[src/rtl/quiz_pkg.sv]
// Shared types and constants for the quiz round controller.
package quiz_pkg;

  typedef enum logic [2:0] {IDLE, ASK, JUDGE, SHOW, NEXT, DONE} state_t;

  localparam logic [1:0] PL_NONE = 2'd0;
  localparam logic [1:0] PL_P1   = 2'd1;
  localparam logic [1:0] PL_P2   = 2'd2;

  // Remote bus layout: P1 answers 1..4 on bits 7..4, P2 answers 1..4 on bits 3..0.
  localparam int         KEY_P1_HI = 7;
  localparam int         KEY_P2_HI = 3;
  localparam logic [7:0] KEYS_IDLE = 8'hFF;

  typedef struct packed {
    logic [1:0] player;
    logic [2:0] ans;
  } key_t;

  // Decode a single low bit into (player, answer); result is meaningless unless one-hot-low.
  function automatic key_t decode_key(input logic [7:0] s);
    key_t k;
    k = '0;
    for (int i = 0; i < 8; i++) begin
      if (!s[i]) begin
        k.player = (i > KEY_P2_HI) ? PL_P1 : PL_P2;
        k.ans    = (i > KEY_P2_HI) ? 3'(KEY_P1_HI + 1 - i) : 3'(KEY_P2_HI + 1 - i);
      end
    end
    return k;
  endfunction

endpackage

[src/rtl/remote_key_sync.sv]
// Remote key front end: 2-flop synchroniser, one-hot-low decode and
// release tracking so that each physical press yields a single strobe.
module remote_key_sync
  import quiz_pkg::*;
(
  input  logic       clk,
  input  logic       rst_n,
  input  logic [7:0] rm_in_bcd,
  output logic       press,
  output logic [1:0] player,
  output logic [2:0] ans
);

  logic [1:0][7:0] sync_pipe;
  logic [7:0]      sample;
  logic            valid;
  logic            armed;
  key_t            key;

  // Two-stage synchroniser; idles at all-ones (no key down).
  always_ff @(posedge clk or negedge rst_n) begin
    if (!rst_n) sync_pipe <= {2{KEYS_IDLE}};
    else        sync_pipe <= {sync_pipe[0], rm_in_bcd};
  end

  assign sample = sync_pipe[1];
  assign valid  = $onehot(~sample);
  assign key    = decode_key(sample);

  // Re-arm only on a full release; a chord (multi-low) leaves armed untouched.
  always_ff @(posedge clk or negedge rst_n) begin
    if (!rst_n)                 armed <= 1'b0;
    else if (sample == KEYS_IDLE) armed <= 1'b1;
    else if (valid && armed)      armed <= 1'b0;
  end

  assign press  = valid && armed;
  assign player = key.player;
  assign ans    = key.ans;

endmodule

[src/rtl/quiz_round_ctrl.sv]
// Quiz round sequencer: judges remote presses against the problem answer,
// keeps both scores and walks the problem index.
// Optional feature macro QUIZ_LOCKOUT_EN: a wrong answer locks that player
// out for the rest of the problem.
module quiz_round_ctrl
  import quiz_pkg::*;
#(
  parameter int NUM_PROBLEMS = 8,
  parameter int IDX_W        = 3,
  parameter int SCORE_W      = 4,
  parameter int TIMEOUT_CYC  = 1000,
  parameter int HOLD_CYC     = 50
) (
  input  logic               clk,
  input  logic               rst_n,
  input  logic               start,
  input  logic [7:0]         rm_in_bcd,
  input  logic [2:0]         prob_ans,
  output logic [IDX_W-1:0]   prob_idx,
  output logic [SCORE_W-1:0] score_p1,
  output logic [SCORE_W-1:0] score_p2,
  output logic               busy,
  output logic               result_valid,
  output logic [1:0]         result_player,
  output logic               result_correct,
  output logic               game_over
);

  localparam int TMR_W  = $clog2(TIMEOUT_CYC + 1);
  localparam int HOLD_W = $clog2(HOLD_CYC + 1);

  state_t            state;
  logic [TMR_W-1:0]  timer;
  logic [HOLD_W-1:0] hold_cnt;
  logic [1:0]        cur_player;
  logic [2:0]        cur_ans;
  logic              key_press;
  logic [1:0]        key_player;
  logic [2:0]        key_ans;
  logic              press_live;
  logic              judge_ok;
  logic              timeout_hit;
  logic              last_live;

  remote_key_sync u_sync (
    .clk       (clk),
    .rst_n     (rst_n),
    .rm_in_bcd (rm_in_bcd),
    .press     (key_press),
    .player    (key_player),
    .ans       (key_ans)
  );

`ifdef QUIZ_LOCKOUT_EN
  logic [1:0] locked;  // bit0 = P1, bit1 = P2
  assign press_live = key_press && !locked[key_player == PL_P2];
  // Wrong answer ends the problem when the other player is already out.
  assign last_live  = locked[cur_player == PL_P1];
`else
  assign press_live = key_press;
  assign last_live  = 1'b0;
`endif

  assign judge_ok    = (cur_ans == prob_ans);
  // A press arriving on the final timer cycle wins over the timeout.
  assign timeout_hit = (state == ASK) && !press_live && (timer >= TMR_W'(TIMEOUT_CYC - 1));

  // Result strobe marks the cycle whose closing edge commits score/result.
  always_comb begin
    result_valid = 1'b0;
    if (timeout_hit)                               result_valid = 1'b1;
    if (state == JUDGE && (judge_ok || last_live)) result_valid = 1'b1;
  end

  assign busy      = (state != IDLE) && (state != DONE);
  assign game_over = (state == DONE);

  // Main round FSM with score, index, timer and result registers.
  always_ff @(posedge clk or negedge rst_n) begin
    if (!rst_n) begin
      state          <= IDLE;
      prob_idx       <= '0;
      score_p1       <= '0;
      score_p2       <= '0;
      timer          <= '0;
      hold_cnt       <= '0;
      cur_player     <= PL_NONE;
      cur_ans        <= '0;
      result_player  <= PL_NONE;
      result_correct <= 1'b0;
`ifdef QUIZ_LOCKOUT_EN
      locked         <= '0;
`endif
    end else begin
      case (state)
        IDLE, DONE: begin
          if (start) begin
            state    <= ASK;
            prob_idx <= '0;
            score_p1 <= '0;
            score_p2 <= '0;
            timer    <= '0;
`ifdef QUIZ_LOCKOUT_EN
            locked   <= '0;
`endif
          end
        end
        ASK: begin
          if (press_live) begin
            cur_player <= key_player;
            cur_ans    <= key_ans;
            timer      <= timer + 1'b1;
            state      <= JUDGE;
          end else if (timeout_hit) begin
            result_player  <= PL_NONE;
            result_correct <= 1'b0;
            hold_cnt       <= '0;
            state          <= SHOW;
          end else begin
            timer <= timer + 1'b1;
          end
        end
        JUDGE: begin
          hold_cnt <= '0;
          if (judge_ok) begin
            if (cur_player == PL_P1) begin
              if (score_p1 != '1) score_p1 <= score_p1 + 1'b1;
            end else begin
              if (score_p2 != '1) score_p2 <= score_p2 + 1'b1;
            end
            result_player  <= cur_player;
            result_correct <= 1'b1;
            state          <= SHOW;
          end else begin
`ifdef QUIZ_LOCKOUT_EN
            locked[cur_player == PL_P2] <= 1'b1;
`endif
            if (last_live) begin
              result_player  <= cur_player;
              result_correct <= 1'b0;
              state          <= SHOW;
            end else begin
              state <= ASK;
            end
          end
        end
        SHOW: begin
          if (hold_cnt == HOLD_W'(HOLD_CYC - 1)) state <= NEXT;
          else                                   hold_cnt <= hold_cnt + 1'b1;
        end
        NEXT: begin
          timer <= '0;
`ifdef QUIZ_LOCKOUT_EN
          locked <= '0;
`endif
          if (prob_idx == IDX_W'(NUM_PROBLEMS - 1)) begin
            state <= DONE;
          end else begin
            prob_idx <= prob_idx + 1'b1;
            state    <= ASK;
          end
        end
        default: state <= IDLE;
      endcase
    end
  end

endmodule

[config.mk]
export PLATFORM = sky130hd
export DESIGN_NAME = quiz_round_ctrl
export DESIGN_NICKNAME = d
export VERILOG_FILES = /design/src/rtl/quiz_pkg.sv /design/src/rtl/remote_key_sync.sv /design/src/rtl/quiz_round_ctrl.sv
export SDC_FILE = /design/constraint.sdc
export NUM_CORES = 1
export LEC_CHECK = 0
export ABC_AREA = 1
export BUFFER_PORTS_ARGS = -buffer_cell sky130_fd_sc_hd__buf_2
export CAP_MARGIN = 15
export CORE_ASPECT_RATIO = 0.7
export CORE_MARGIN = 3
export CORE_UTILIZATION = 35
export DETAILED_ROUTE_END_ITERATION = 12
export SLEW_MARGIN = 20
export SYNTH_ARGS = -nofsm -noshare
export SYNTH_HDL_FRONTEND = slang
export SYNTH_HIERARCHICAL = 1
export SYNTH_SLANG_ARGS = --single-unit
[constraint.sdc]
create_clock -name clk -period 3.3 [get_ports clk]
set_input_delay 0.165 -clock clk [delete_from_list [all_inputs] [get_ports clk]]
set_output_delay 0.165 -clock clk [all_outputs]
set_load 0.03 [all_outputs]
# Word level (Yosys, flattened, before mapping)
# Index checks and enable logic that the tools add are counted.
dict set report word_totals {
  regBits 55
  output_inout_bits 17
  elab_cells 124
}
dict set report classes {
  addsub 12
  magnitude_cmp 1
  n_eq_ne 27
  muxes 47
  bitwise_logic 1
  reduce_logical 23
}
# cell n
set ops {}
lappend ops {{5-bit two-way mux} 8}
lappend ops {{10-bit two-way mux} 3}
lappend ops {{10-bit case mux with 3 select lines} 1}
lappend ops {{4-bit two-way mux} 7}
lappend ops {{3-bit two-way mux} 7}
lappend ops {{6-bit two-way mux} 3}
lappend ops {{6-bit case mux with 3 select lines} 1}
lappend ops {{2-bit != test, second input constant} 8}
lappend ops {{4-bit case mux with 2 select lines} 2}
lappend ops {{3-bit case mux with 5 select lines} 1}
lappend ops {{4-bit adder} 3}
lappend ops {{10-bit by 1-bit adder with 10-bit output, second input constant} 1}
lappend ops {{10-bit >= comparator, second input constant} 1}
lappend ops {{5-bit AND reduction} 2}
lappend ops {{3-bit == test, second input constant} 3}
lappend ops {{3-bit != test, second input constant} 3}
lappend ops {{3-bit AND reduction} 3}
lappend ops {{3-bit nonzero test} 3}
lappend ops {{1-bit by 1-bit adder with 2-bit output} 4}
lappend ops {{4-bit by 1-bit adder with 4-bit output, second input constant} 2}
lappend ops {{8-bit == test, second input constant} 1}
lappend ops {{2-bit two-way mux} 4}
lappend ops {{4-bit != test, second input constant} 2}
lappend ops {{8-bit inverter} 1}
lappend ops {{other kinds (20)} 37}

# Depth between registers and ports, before layout
# Gate-level depths: netlist of run 1.
dict set report logic_depth {
  ltp_word 12
  ltp_mapped 17
}

# Hierarchy
# Netlist of run 1, hierarchy kept.
# mod n_inst cells_each area_each_um2 seq_area_each_um2
set by_module_without_submodules {}
lappend by_module_without_submodules {quiz_round_ctrl 1 307 2304.7 950.9}
lappend by_module_without_submodules {remote_key_sync 1 70 798.3 445.4}

# Least setup slack after synthesis of run 1
# OpenSTA, ideal clock, no wires.
dict set report synth_path {
  path_type {reg2reg}
  start {register u_sync.sync_pipe, in the netlist u_sync/sample[4]}
  end {register timer[2]}
  setup_ps 118
  arrival_ps 3080
  required_time_ps 3182
  setup_slack_ps 103
  path_stages_with_launch 17
  period_less_slack_ps 3197
  path_cell_list {dfstp_2 > inv_1 > fa_1 > ha_1 > ha_1 > inv_1 > fa_1 > nand2_1 > nor2_1 > nand2_1 > nor2_1 > nor2_4 > nand3_4 > nand2_2 > buf_6 > nand2_1 > o21ai_2}
}
dict set report synth_via {
  elab_chain_cells 11
  elab_cells_between_ends 13
  classes_between {add/sub: 3; eq/ne: 2; mux: 2; bitwise: 1; reduce/logical: 5}
}
# element line_no
set synth_rtl {}
lappend synth_rtl {{start: declaration} remote_key_sync.sv:14} ;# logic [1:0][7:0] sync_pipe;
lappend synth_rtl {{start signal: assignment} remote_key_sync.sv:22} ;# if (!rst_n) sync_pipe <= {2{KEYS_IDLE}};
lappend synth_rtl {{start signal: assignment} remote_key_sync.sv:23} ;# else sync_pipe <= {sync_pipe[0], rm_in_bcd};
lappend synth_rtl {{8-bit inverter *} remote_key_sync.sv:27} ;# assign valid = $onehot(~sample);
lappend synth_rtl {{1-bit by 1-bit adder with 2-bit output (not written as such) *} remote_key_sync.sv:27}
lappend synth_rtl {{4-bit adder (not written as such) * (2 in a row)} remote_key_sync.sv:27}
lappend synth_rtl {{4-bit by 1-bit == test with 1-bit output *} remote_key_sync.sv:27}
lappend synth_rtl {{1-bit logical AND *} remote_key_sync.sv:37} ;# assign press = valid && armed;
lappend synth_rtl {{net key_press} quiz_round_ctrl.sv:37} ;# logic key_press;
lappend synth_rtl {{1-bit zero test} quiz_round_ctrl.sv:66} ;# assign timeout_hit = (state == ASK) && !press_live && (timer >= TMR_W'(TIMEOUT_CYC - 1));
lappend synth_rtl {{1-bit logical AND (2 in a row)} quiz_round_ctrl.sv:66}
lappend synth_rtl {{3-bit != test (no source line)} -}
lappend synth_rtl {{3-bit AND reduction (no source line)} -}
lappend synth_rtl {{end signal: assignment} quiz_round_ctrl.sv:112} ;# timer <= timer + 1'b1;
lappend synth_rtl {{end signal: assignment} quiz_round_ctrl.sv:120} ;# timer <= timer + 1'b1;
lappend synth_rtl {{end: declaration} quiz_round_ctrl.sv:33} ;# logic [TMR_W-1:0] timer;
# Mark *: on every way through the listed nets, which the timed path passes. The rest lies on a longest branch.
# A chain may end at the register's enable or synchronous reset.

# Final worst setup path of run 1
dict set report layout_path {
  start {register u_sync.sync_pipe, in the netlist u_sync/sample[7]}
  end {output port result_valid}
}
dict set report layout_via {
  elab_chain_cells 11
}
# element line_no
set layout_rtl {}
lappend layout_rtl {{8-bit inverter} remote_key_sync.sv:27}
lappend layout_rtl {{1-bit by 1-bit adder with 2-bit output (not written as such)} remote_key_sync.sv:27}
lappend layout_rtl {{4-bit adder (not written as such) (2 in a row)} remote_key_sync.sv:27}
lappend layout_rtl {{4-bit by 1-bit == test with 1-bit output} remote_key_sync.sv:27}
lappend layout_rtl {{1-bit logical AND} remote_key_sync.sv:37}
lappend layout_rtl {{net key_press} quiz_round_ctrl.sv:37}
lappend layout_rtl {{1-bit zero test} quiz_round_ctrl.sv:66}
lappend layout_rtl {{1-bit logical AND (2 in a row)} quiz_round_ctrl.sv:66}
lappend layout_rtl {{1-bit two-way mux} quiz_round_ctrl.sv:71} ;# if (timeout_hit) result_valid = 1'b1;
lappend layout_rtl {{1-bit two-way mux} quiz_round_ctrl.sv:72} ;# if (state == JUDGE && (judge_ok || last_live)) result_valid = 1'b1;
lappend layout_rtl {{end: declaration} quiz_round_ctrl.sv:23} ;# output logic result_valid,
# The timed path passes the listed nets, and every way through them passes these cells.

==> results of run 1 <==
## cells in the mapped netlist, types with 2 or more instances
cell type,number
nand2_1,107
inv_1,46
dfrtp_1,39
nor2_1,34
nand3_1,27
dfstp_2,16
nand4_1,15
ha_1,14
o21ai_0,10
inv_2,9
a21oi_1,8
nand2_2,6
o21ai_1,5
o21ai_2,5
fa_1,4
nand3_2,4
xor2_1,4
buf_2,2
nand3_4,2
nor2_4,2
nor3_1,2
nor3_2,2
nor3b_1,2
## metrics by stage
stage,instances,utilization,area (um2)
global route,550,0.440,3760
CTS,549,0.434,3710
detailed placement,531,0.402,3430
floorplan,377,-,3100
global placement,531,0.402,3430
finish,550,0.440,3760
## power by group through the flow
stage	registers [mW]	logic, mW	clock network, mW
after global placement	0.911	0.914	0
after detailed placement	0.916	0.929	0
final	0.905	0.997	0.551
after CTS	0.903	0.983	0.569
after floorplan	0.961	0.656	0
after global routing	0.920	1.13	0.595
## logic make-up (layout without fill, tap and decap cells)
| logic type | Yosys count | after routing | share of synthesized area |
|---|---|---|---|
| and+or+nand+nor | 207 | 207 | 0.313 |
| buffers and inverters | 59 | 112 | 0.0758 |
| DFF | 55 | 55 | 0.450 |
| AOI/OAI and AO/OA | 33 | 33 | 0.0649 |
| adders and majority gates | 18 | 18 | 0.0823 |
| xor gates and xnor gates | 4 | 4 | 0.0113 |
| muxes | 1 | 1 | 0.00323 |
## final cells by class
cell class                 count  area share
timing repair buffer          49      0.0855
inverter                      55      0.0549
sequential                    55       0.371
tap                          120      0.0399
clock inverter                 3     0.00599
clock buffer                   5      0.0333
multi-input combinational    263       0.409
## critical path, stage by stage, from the launching register on
cell     delay [ns]
dfstp_2        0.55
inv_2          0.05
fa_1           0.58
ha_4           0.21
fa_2           0.35
inv_2          0.06
fa_1           0.40
nand2_1        0.06
nor2_1         0.03
nand2_1        0.12
nor2_4         0.07
nor2_4         0.14
nand3_4        0.10
nand2_2        0.09
buf_6          0.13
## path summary, 6_finish.rpt
check	startpoint	endpoint	cells past startpoint
min in group asynchronous	rst_n	hold_cnt[1]	2
hold / removal	prob_ans[0]	state[1]	6
max in group asynchronous	rst_n	u_sync/sample[7]	3
setup reg to reg	u_sync/sample[7]	result_player[1]	16
hold reg to reg	u_sync/sync_pipe[7]	u_sync/sample[7]	0
setup / recovery	u_sync/sample[7]	result_valid	14
## routing by layer
layer | track usage | vias to the layer above | wire (um) | part of all wire
met2 | 0.217 | 30 | 2900 | 0.45
met5 | 0 | - | 0 | 0
met1 | 0.192 | 1194 | 3230 | 0.50
met4 | 0.0410 | 0 | 63 | 0.0098
met3 | 0.0323 | 5 | 211 | 0.033
li1 | - | 1307 | - | -
## state kept, by name (all words and copies together), names as in the netlist
name	flops
score_p2	4
u_sync/sample	8
u_sync/sync_pipe	8
cur_player	2
score_p1	4
result_correct	1
cur_ans	3
u_sync/armed	1
timer	10
state	3
result_player	2
hold_cnt	6
prob_idx	3
## timing repair
action	CTS	global route
hold buffers	9	0
buffers inserted	2	1
endpoints found under the hold margin	26	0
pin swaps	7	11
setup endpoints to repair	15	22
resized for setup	10	6
==> metrics.cfg, run 1 <==
[route]
drtPass1Iterations = 4
vias_per_cell = 4.61
drc = 0
drtIter0Drc = 104
wirelength_mm = 6.41
drt-wirelength-per-cell_um = 11.7
route.antenna.remaining_nets = 0
vias = 2536

[status]
violations = negative setup slack
status = finished with violations

[final_layout]
nNetsFinal = 461
multiInputGateArea_um2 = 1540
final-seq-area_um2 = 1400
final_cell_mix = nand2_1 (106), inv_1 (43), dfrtp_1 (39), nor2_1 (33), buf_2 (29)
drive_above_1_share = 0.247
final_common_cell = nand2_1
area_growth_pct = 21.2
fillCellCount = 857
antenna_cells = 0

[placed_design]
post-place-ws_ns = -0.0481
hpwl_mm = 4.64
port_buffers = 30
gp_congestion = 0.830

[sta]
setup_tns_ns = -0.181
slew_headroom = 0.516
hold_violations = 0
hold_ws_ns = 0.346
clock.fmax_mhz = 293
fin_ws_ns = -0.108
period_share = 1.03
rsz0062_at_grt = yes
finalSetupViolations = 10
min_period_ns = 3.41
worstMarginPinSlew_ns = 0.725
skew_ns = 0.00990
final_max_slew_viol_count = 0

[synth]
yosys.area.top_type = dfrtp_1
ys_seq_area_frac = 0.450
synth_edf_count = 0
synth-warning-count = 6
synthTopCellsByArea = dfrtp_1 (31%), dfstp_2 (14%), nand2_1 (13%)
post-synth-top-area-fraction = 0.315
syn-num-nets = 409
syn-instance-count = 377
yosys_register_bits = 55
ys_async_sr_fraction = 1.00
synth_area_per_cell_um2 = 8.23
synth_area_um2 = 3100
synthFlopType = dfrtp_1
ys_types = 35

[floorplanning]
dieArea_um2 = 10000
core_um2 = 8550
num_rows = 28
start_util = 0.363
io_pins = 31
die_h_um = 84.8
die_w_um = 119

[pwr]
internal-power_mw = 1.39
combPwrFrac = 0.407
sw_frac_of_total = 0.434
power_switching_mw = 1.06
p_leak_nw = 1.87
vdd.ir_drop.worst_mv = 0.368
finalPower_mw = 2.45
p_per_area_nw_per_um2 = 653
p_seq_frac = 0.369
clkPwrFrac = 0.224

[job]
maxCapViolCount = 0

[clock_tree]
cts_tree = built
path_clk_slew_ns = 0.08
numCtsBuffers = 5
clk_path_buf_depth = 2
root_buffer = clkbuf_16
htreeDepth = 2
insertion_delay_ns = 0.31
cts_sinks = 55

[grt]
grt_pass1_wl_mm = 11.4
grt_max_degree = 32
antenna_found_initial = 0
grt_overflow = 0
grt_usage = 0.138
grt_pass1_vias = 2500

[worst_hold_path]
hold_class = in -> reg

[critical_path]
cp.required_ns = 3.13
path_class = reg -> out
rrSetupSlack_ns = -0.02
endpoint_kind = primary output
start_kind = flop
crit_fanout = 3
cp.arrival_ns = 3.24

Power figures use the tool's default switching activity.
==> run 2, diff against run 1 <==
--- a/config.mk
+++ b/config.mk
@@ -17,3 +17,4 @@
 export SYNTH_HDL_FRONTEND = slang
 export SYNTH_HIERARCHICAL = 1
 export SYNTH_SLANG_ARGS = --single-unit
+export TNS_END_PERCENT = 20
==> run 2 against run 1 <==
Effect of this change: the flow still finishes with violations (negative setup slack); final area unchanged; clock power hardly changed; critical path type unchanged; wire length shrank 0.22%; sequential power about the same; core utilization did not move; cell count unchanged; non-clock buffer count unchanged; die area stayed put; register-to-register slack barely moved; setup slack improved by 0.0027 ns; sequential share of layout area did not move.
==> metrics.cfg, run 2 (synthesis results as in run 1) <==
[critical_path]
endpoint_kind = primary output
path_class = reg -> out
cp.required_ns = 3.13  ; about the same
cp.arrival_ns = 3.24  ; about the same
crit_fanout = 3  ; unchanged
start_kind = flop

[final_layout]
area_growth_pct = 21.2  ; unchanged
final_common_cell = nand2_1
nNetsFinal = 461  ; unchanged
final_util = 0.440  ; unchanged
drive_above_1_share = 0.247  ; unchanged
largest_reg_flops = 10  ; unchanged
antenna_cells = 0  ; unchanged
final_cell_mix = nand2_1 (106), inv_1 (43), dfrtp_1 (39), nor2_1 (33), buf_2 (29)
top_register = timer

[sta]
worstMarginPinSlew_ns = 0.726  ; +0.000675 ns
skew_ns = 0.00798  ; -0.00191 ns
finalSetupViolations = 10  ; unchanged
period_share = 1.03  ; about the same
slew_headroom = 0.516  ; about the same
rsz0062_at_grt = yes
fin_ws_ns = -0.106  ; +0.00267 ns
hold_violations = 0  ; unchanged
setup_tns_ns = -0.183  ; -0.00156 ns
final_max_slew_viol_count = 0  ; unchanged
clock.fmax_mhz = 294  ; about the same
min_period_ns = 3.41  ; -0.00267 ns

[placed_design]
hpwl_mm = 4.64  ; unchanged
gp_congestion = 0.830  ; unchanged
port_buffers = 30  ; unchanged

[status]
violations = negative setup slack
status = finished with violations

[route]
drc = 0  ; unchanged
drt-wirelength-per-cell_um = 11.6  ; -0.22%
drtIter0Drc = 99  ; -4.8%
drtPass1Iterations = 4  ; unchanged
vias_per_cell = 4.62  ; +0.16%
wirelength_mm = 6.40  ; -0.22%
route.antenna.remaining_nets = 0  ; unchanged
vias = 2540  ; +0.16%

[grt]
grt_usage = 0.138  ; unchanged
grt_pass1_wl_mm = 11.4  ; unchanged
grt_overflow = 0  ; unchanged
gr-usage-met3 = 0.0323  ; unchanged
grt_pass1_vias = 2500  ; unchanged
top_usage_layer = met2
grtUsageMet2 = 0.217  ; unchanged
grt_max_degree = 32  ; unchanged
grt_util_met1 = 0.192  ; unchanged
antenna_found_initial = 0  ; unchanged

[clock_tree]
cts_sinks = 55  ; unchanged
clk_path_buf_depth = 2  ; unchanged
insertion_delay_ns = 0.30  ; about the same
path_clk_slew_ns = 0.08  ; about the same
numCtsBuffers = 5  ; unchanged
htreeDepth = 2  ; unchanged
cts_tree = built
root_buffer = clkbuf_16

[floorplanning]
num_rows = 28  ; unchanged
io_pins = 31  ; unchanged
dieArea_um2 = 10000  ; unchanged
die_h_um = 84.8  ; unchanged
start_util = 0.363  ; unchanged
die_w_um = 119  ; unchanged
core_um2 = 8550  ; unchanged

[pwr]
vdd.ir_drop.worst_mv = 0.366  ; -0.39%
p_leak_nw = 1.87  ; unchanged
p_per_area_nw_per_um2 = 652  ; -0.13%
finalPower_mw = 2.45  ; -0.13%

[job]
maxCapViolCount = 0  ; unchanged

[worst_hold_path]
hold_class = in -> reg

-- run 2: cell counts in the layout (fill, tap and decap cells not counted) --
No cell type changed its count.
-- run 2: worst max-delay path, stage by stage (launching register included) --
cell and delay [ns]:
dfstp_2 0.55, inv_2 0.05, fa_1 0.58, ha_4 0.21, fa_2 0.35, inv_2 0.06, fa_1 0.40, nand2_1 0.06
nor2_1 0.03, nand2_1 0.12, nor2_4 0.07, nor2_4 0.14, nand3_4 0.10, nand2_2 0.09, buf_6 0.13
-- run 2: final cells by class --
class	count	area [um2]
clock inverters	3	22.5
multi-input cells	263	1540
inverters	55	206
fillers	857	4790
repair buffers	49	322
well taps	120	150
flip-flops and latches	55	1400
clock buffers	5	125
-- run 2: power by group --
group,internal (mW),total (mW),switching [mW]
Combinational,0.315,0.997,0.682
Sequential,0.789,0.906,0.117
Clock,0.285,0.548,0.263
Total,1.39,2.45,1.06
-- run 2: per-layer routing --
layer,part of all wire,up-vias
li1,-,1309
met1,0.51,1197
met2,0.45,30
met3,0.030,4
met4,0.0097,0
met5,0,-
-- run 2: metrics by stage --
step | std cells | hold slack (ns) | cell area, um2 | setup slack, ns
finish | 550 | 0.348 | 3760 | -0.106
global route | 550 | 0.366 | 3760 | -0.272
CTS | 549 | 0.336 | 3710 | -0.152
detailed placement | 531 | 0.271 | 3430 | -0.0481
global placement | 531 | 0.266 | 3430 | 0.0267
floorplan | 377 | -0.131 | 3100 | 0.103
-- run 2: what timing repair did --
item	CTS	global route
pin swaps	7	11
hold buffers	9	0
gates resized for setup	10	6
setup endpoints to repair	15	22
hold endpoints to repair	26	0
buffers inserted	2	1
-- run 2: worst paths after layout --
check / from / slack, ns / depth (start not counted) / to
hold / removal: prob_ans[0] / 0.35 / 6 / state[1]
min in group asynchronous: rst_n / 0.46 / 2 / hold_cnt[1]
hold reg to reg: u_sync/sync_pipe[7] / 0.36 / 0 / u_sync/sample[7]
max in group asynchronous: rst_n / 1.99 / 3 / u_sync/sample[7]
setup / recovery: u_sync/sample[7] / -0.11 / 14 / result_valid
setup reg to reg: u_sync/sample[7] / -0.02 / 16 / result_player[1]
==> run 3, diff against run 2 <==
--- a/config.mk
+++ b/config.mk
@@ -5,8 +5,7 @@
 export SDC_FILE = /design/constraint.sdc
 export NUM_CORES = 1
 export LEC_CHECK = 0
-export ABC_AREA = 1
-export BUFFER_PORTS_ARGS = -buffer_cell sky130_fd_sc_hd__buf_2
+export BUFFER_PORTS_ARGS = -buffer_cell sky130_fd_sc_hd__buf_4
 export CAP_MARGIN = 15
 export CORE_ASPECT_RATIO = 0.7
 export CORE_MARGIN = 3
==> run 3 against run 2 <==
Effect of this change: the flow still finishes with violations (negative setup slack); first-iteration DRC count grew 84%; final area grew 5.5%; sequential power grew 2.4%; synthesized area shrank 4.4%; global-route usage grew 0.41 points; non-clock buffer count grew 23; hold slack lost 0.10 ns; combinational power shrank 42%; synthesized cell count shrank 27%; setup slack lost 0.21 ns; total power shrank 16%; largest cell class unchanged; highest routed layer unchanged.
==> metrics.cfg, run 3 <==
[status]
status = finished with violations
violations = negative setup slack

[clock_tree]
root_buffer = clkbuf_16
insertion_delay_ns = 0.30  ; about the same
clk_path_buf_depth = 2  ; unchanged
cts_sinks = 55  ; unchanged
htreeDepth = 2  ; unchanged
numCtsBuffers = 5  ; unchanged
path_clk_slew_ns = 0.07  ; about the same
cts_tree = built

[critical_path]
path_cells = inv_2 -> fa_1 -> ha_4 -> fa_2 -> inv_2 -> fa_2 -> o211ai_1 -> a21oi_2 -> and2_4 -> nor2b_4 -> and4_4 -> nor2_4 -> inv_2 -> buf_6
timing.rr.start = u_sync/sample[5]
start_kind = flop
rrSetupSlack_ns = -0.24  ; -0.22 ns
endpoint_kind = primary output
slowest_delay_ns = 0.58  ; about the same
cp.arrival_ns = 3.45  ; +0.21 ns
regToRegEndpoint = hold_cnt[1]
crit_fanout = 3  ; unchanged
reg2regPathDepth = 15  ; -1
path_class = reg -> out
cp.required_ns = 3.13  ; about the same
critPathSlowestCell = fa_1
cpMostUsedCell = inv_2

[pwr]
p_seq_frac = 0.453  ; +0.083
internal-power_mw = 1.35  ; -3.0%
combPwrFrac = 0.283  ; -0.124
p_leak_nw = 1.74  ; -6.8%
sw_frac_of_total = 0.342  ; -0.0908
clkPwrFrac = 0.265  ; +0.042
vdd.ir_drop.worst_mv = 0.222  ; -39%
power_switching_mw = 0.702  ; -34%
p_per_area_nw_per_um2 = 517  ; -21%

[route]
drt-wirelength-per-cell_um = 15.1  ; +30%
wirelength_mm = 6.76  ; +5.6%
vias = 2363  ; -7.0%
drc = 0  ; unchanged
drtPass1Iterations = 4  ; unchanged
vias_per_cell = 5.30  ; +15%
drtIter0Drc = 182  ; +84%
route.antenna.remaining_nets = 0  ; unchanged

[final_layout]
antenna_cells = 0  ; unchanged
final_cell_mix = buf_4 (57), dfrtp_1 (39), nand3_1 (18), inv_1 (17), dfstp_2 (16)
area_growth_pct = 33.7
multiInputGateArea_um2 = 1600  ; +4.2%
final-seq-area_um2 = 1400  ; unchanged
drive_above_1_share = 0.391  ; +0.145
final_common_cell = buf_4
largest_reg_flops = 10  ; unchanged
fillCellCount = 722  ; -16%
nNetsFinal = 376  ; -18%
top_register = timer

[sta]
final_max_slew_viol_count = 0  ; unchanged
hold_violations = 0  ; unchanged
fin_ws_ns = -0.320  ; -0.214 ns
skew_ns = 0.00303  ; -0.00495 ns
rsz0062_at_grt = yes
slew_headroom = 0.535  ; +0.0193
finalSetupViolations = 24  ; +14
worstMarginPinSlew_ns = 0.697  ; -0.0290 ns
period_share = 1.10  ; +0.0650
setup_tns_ns = -4.15  ; -3.97 ns
clock.fmax_mhz = 276  ; -5.9%
min_period_ns = 3.62  ; +0.214 ns

[synth]
ys_seq_area_frac = 0.471  ; +0.0207
synthTopCellsByArea = dfrtp_1 (33%), dfstp_2 (14%), ha_1 (5.9%)
syn-num-nets = 308  ; -25%
post-synth-top-area-fraction = 0.329  ; +0.0145
synth_edf_count = 0  ; unchanged
synth_area_per_cell_um2 = 10.7  ; +31%
yosys_register_bits = 55  ; unchanged
synth-warning-count = 6  ; unchanged
synthTopCellsByCount = dfrtp_1 (39), inv_1 (23), nand3_1 (18), dfstp_2 (16)
syn-instance-count = 276  ; -27%
ys_async_sr_fraction = 1.00  ; unchanged
yosys.area.top_type = dfrtp_1
yosysMostFrequentCell = dfrtp_1
synthFlopType = dfrtp_1
synth_area_um2 = 2970  ; -4.4%
ys_types = 49  ; +40%

[job]
maxCapViolCount = 0  ; unchanged

[grt]
grt_usage = 0.142  ; +0.00409
grt_overflow = 0  ; unchanged
grt_max_degree = 56  ; +75%
grt_pass1_vias = 2242  ; -10%
antenna_found_initial = 0  ; unchanged
grt_pass1_wl_mm = 11.0  ; -3.0%

[worst_hold_path]
worstHoldStart = start
hold_end = state[2]
holdPathStages = 4  ; -2
hold_class = in -> reg

[floorplanning]
io_pins = 31  ; unchanged
die_w_um = 116  ; -2.1%
start_util = 0.369  ; +0.00597
core_um2 = 8040  ; -5.9%
dieArea_um2 = 9630  ; -4.1%
die_h_um = 83.0  ; -2.1%
num_rows = 27  ; -3.6%

[placed_design]
port_buffers = 30  ; unchanged
hpwl_mm = 4.35  ; -6.3%
post-place-ws_ns = -0.202  ; -0.154 ns
gp_congestion = 0.814  ; -2.0%

## run 3: changes by cell type in the layout (fill, tap and decap cells not counted), moves of 6 or more
cell      previous run  this run
inv_2               12         5
a31oi_1              1         8
nand4_1             15         3
o21ai_1              5        11
nor2_1              33         8
buf_2               29         0
nand2b_1             0         6
nand2_1            106        14
nand3_1             27        18
buf_4               10        57
inv_1               43        17
## run 3: critical path, delay by kind of cell, from the launching register on
family	cells	cell delay [ns]
compound gates	2	0.20
fa+ha+maj	4	1.56
buf+inv	4	0.29
flops	1	0.54
simple gates	4	0.57
## run 3: worst max path at each step
stage | start | endpoint | slack, ns | cells after the start
after floorplan | u_sync/sample[4] | cur_ans[0] | -0.02 | 12
after global placement | u_sync/sample[4] | hold_cnt[1] | -0.08 | 14
after detailed placement | u_sync/sample[4] | hold_cnt[1] | -0.20 | 14
after CTS | u_sync/sample[4] | result_valid | -0.33 | 14
after global routing | u_sync/sample[5] | result_valid | -0.48 | 14
final | u_sync/sample[5] | result_valid | -0.32 | 14
## run 3: metrics by stage
stage	util	power, mW	instance area, um2	hold slack [ns]	instances
6_report	0.493	2.05	3970	0.247	446
5_1_grt	0.493	2.19	3970	0.274	446
4_1_cts	0.471	2.00	3790	0.243	445
3_5_place_dp	0.413	1.42	3320	0.263	406
3_3_place_gp	0.413	1.40	3320	0.267	406
2_1_floorplan	-	1.25	2980	-0.131	276
## run 3: final cells by class
class                           count  share of cell area
Clock buffer                        5              0.0315
Clock inverter                      3             0.00599
Inverter                           23              0.0224
Multi-Input combinational cell    187               0.404
Sequential cell                    55               0.352
Tap cell                          101              0.0319
Timing Repair Buffer               72               0.152
## run 3: kinds of logic after synthesis
kind of cell,share of synthesized area
mux,0.0325
buf+inv,0.0561
simple gates,0.158
fa+ha+maj,0.0860
flops,0.471
compound gates,0.182
xor+xnor,0.0148
## run 3: repair_timing
action | 4_1_cts | 5_1_grt
resized for setup | 18 | 32
hold endpoints to repair | 47 | 0
pin swaps | 7 | 9
hold buffers | 9 | 0
cloned | 0 | 1
setup endpoints to repair | 26 | 27
setup buffers | 23 | 5
## run 3: power groups by stage
stage	Combinational [mW]	Sequential, mW	Clock, mW
after floorplan	0.294	0.955	0
after global routing	0.643	0.948	0.596
after CTS	0.525	0.916	0.560
final	0.579	0.928	0.542
after global placement	0.480	0.921	0
after detailed placement	0.494	0.926	0
## run 3: per-layer routing
layer	global-route usage	wire (um)
met2	0.206	3020
met3	0.0379	336
met1	0.211	3330
met4	0.0348	65
met5	0	0
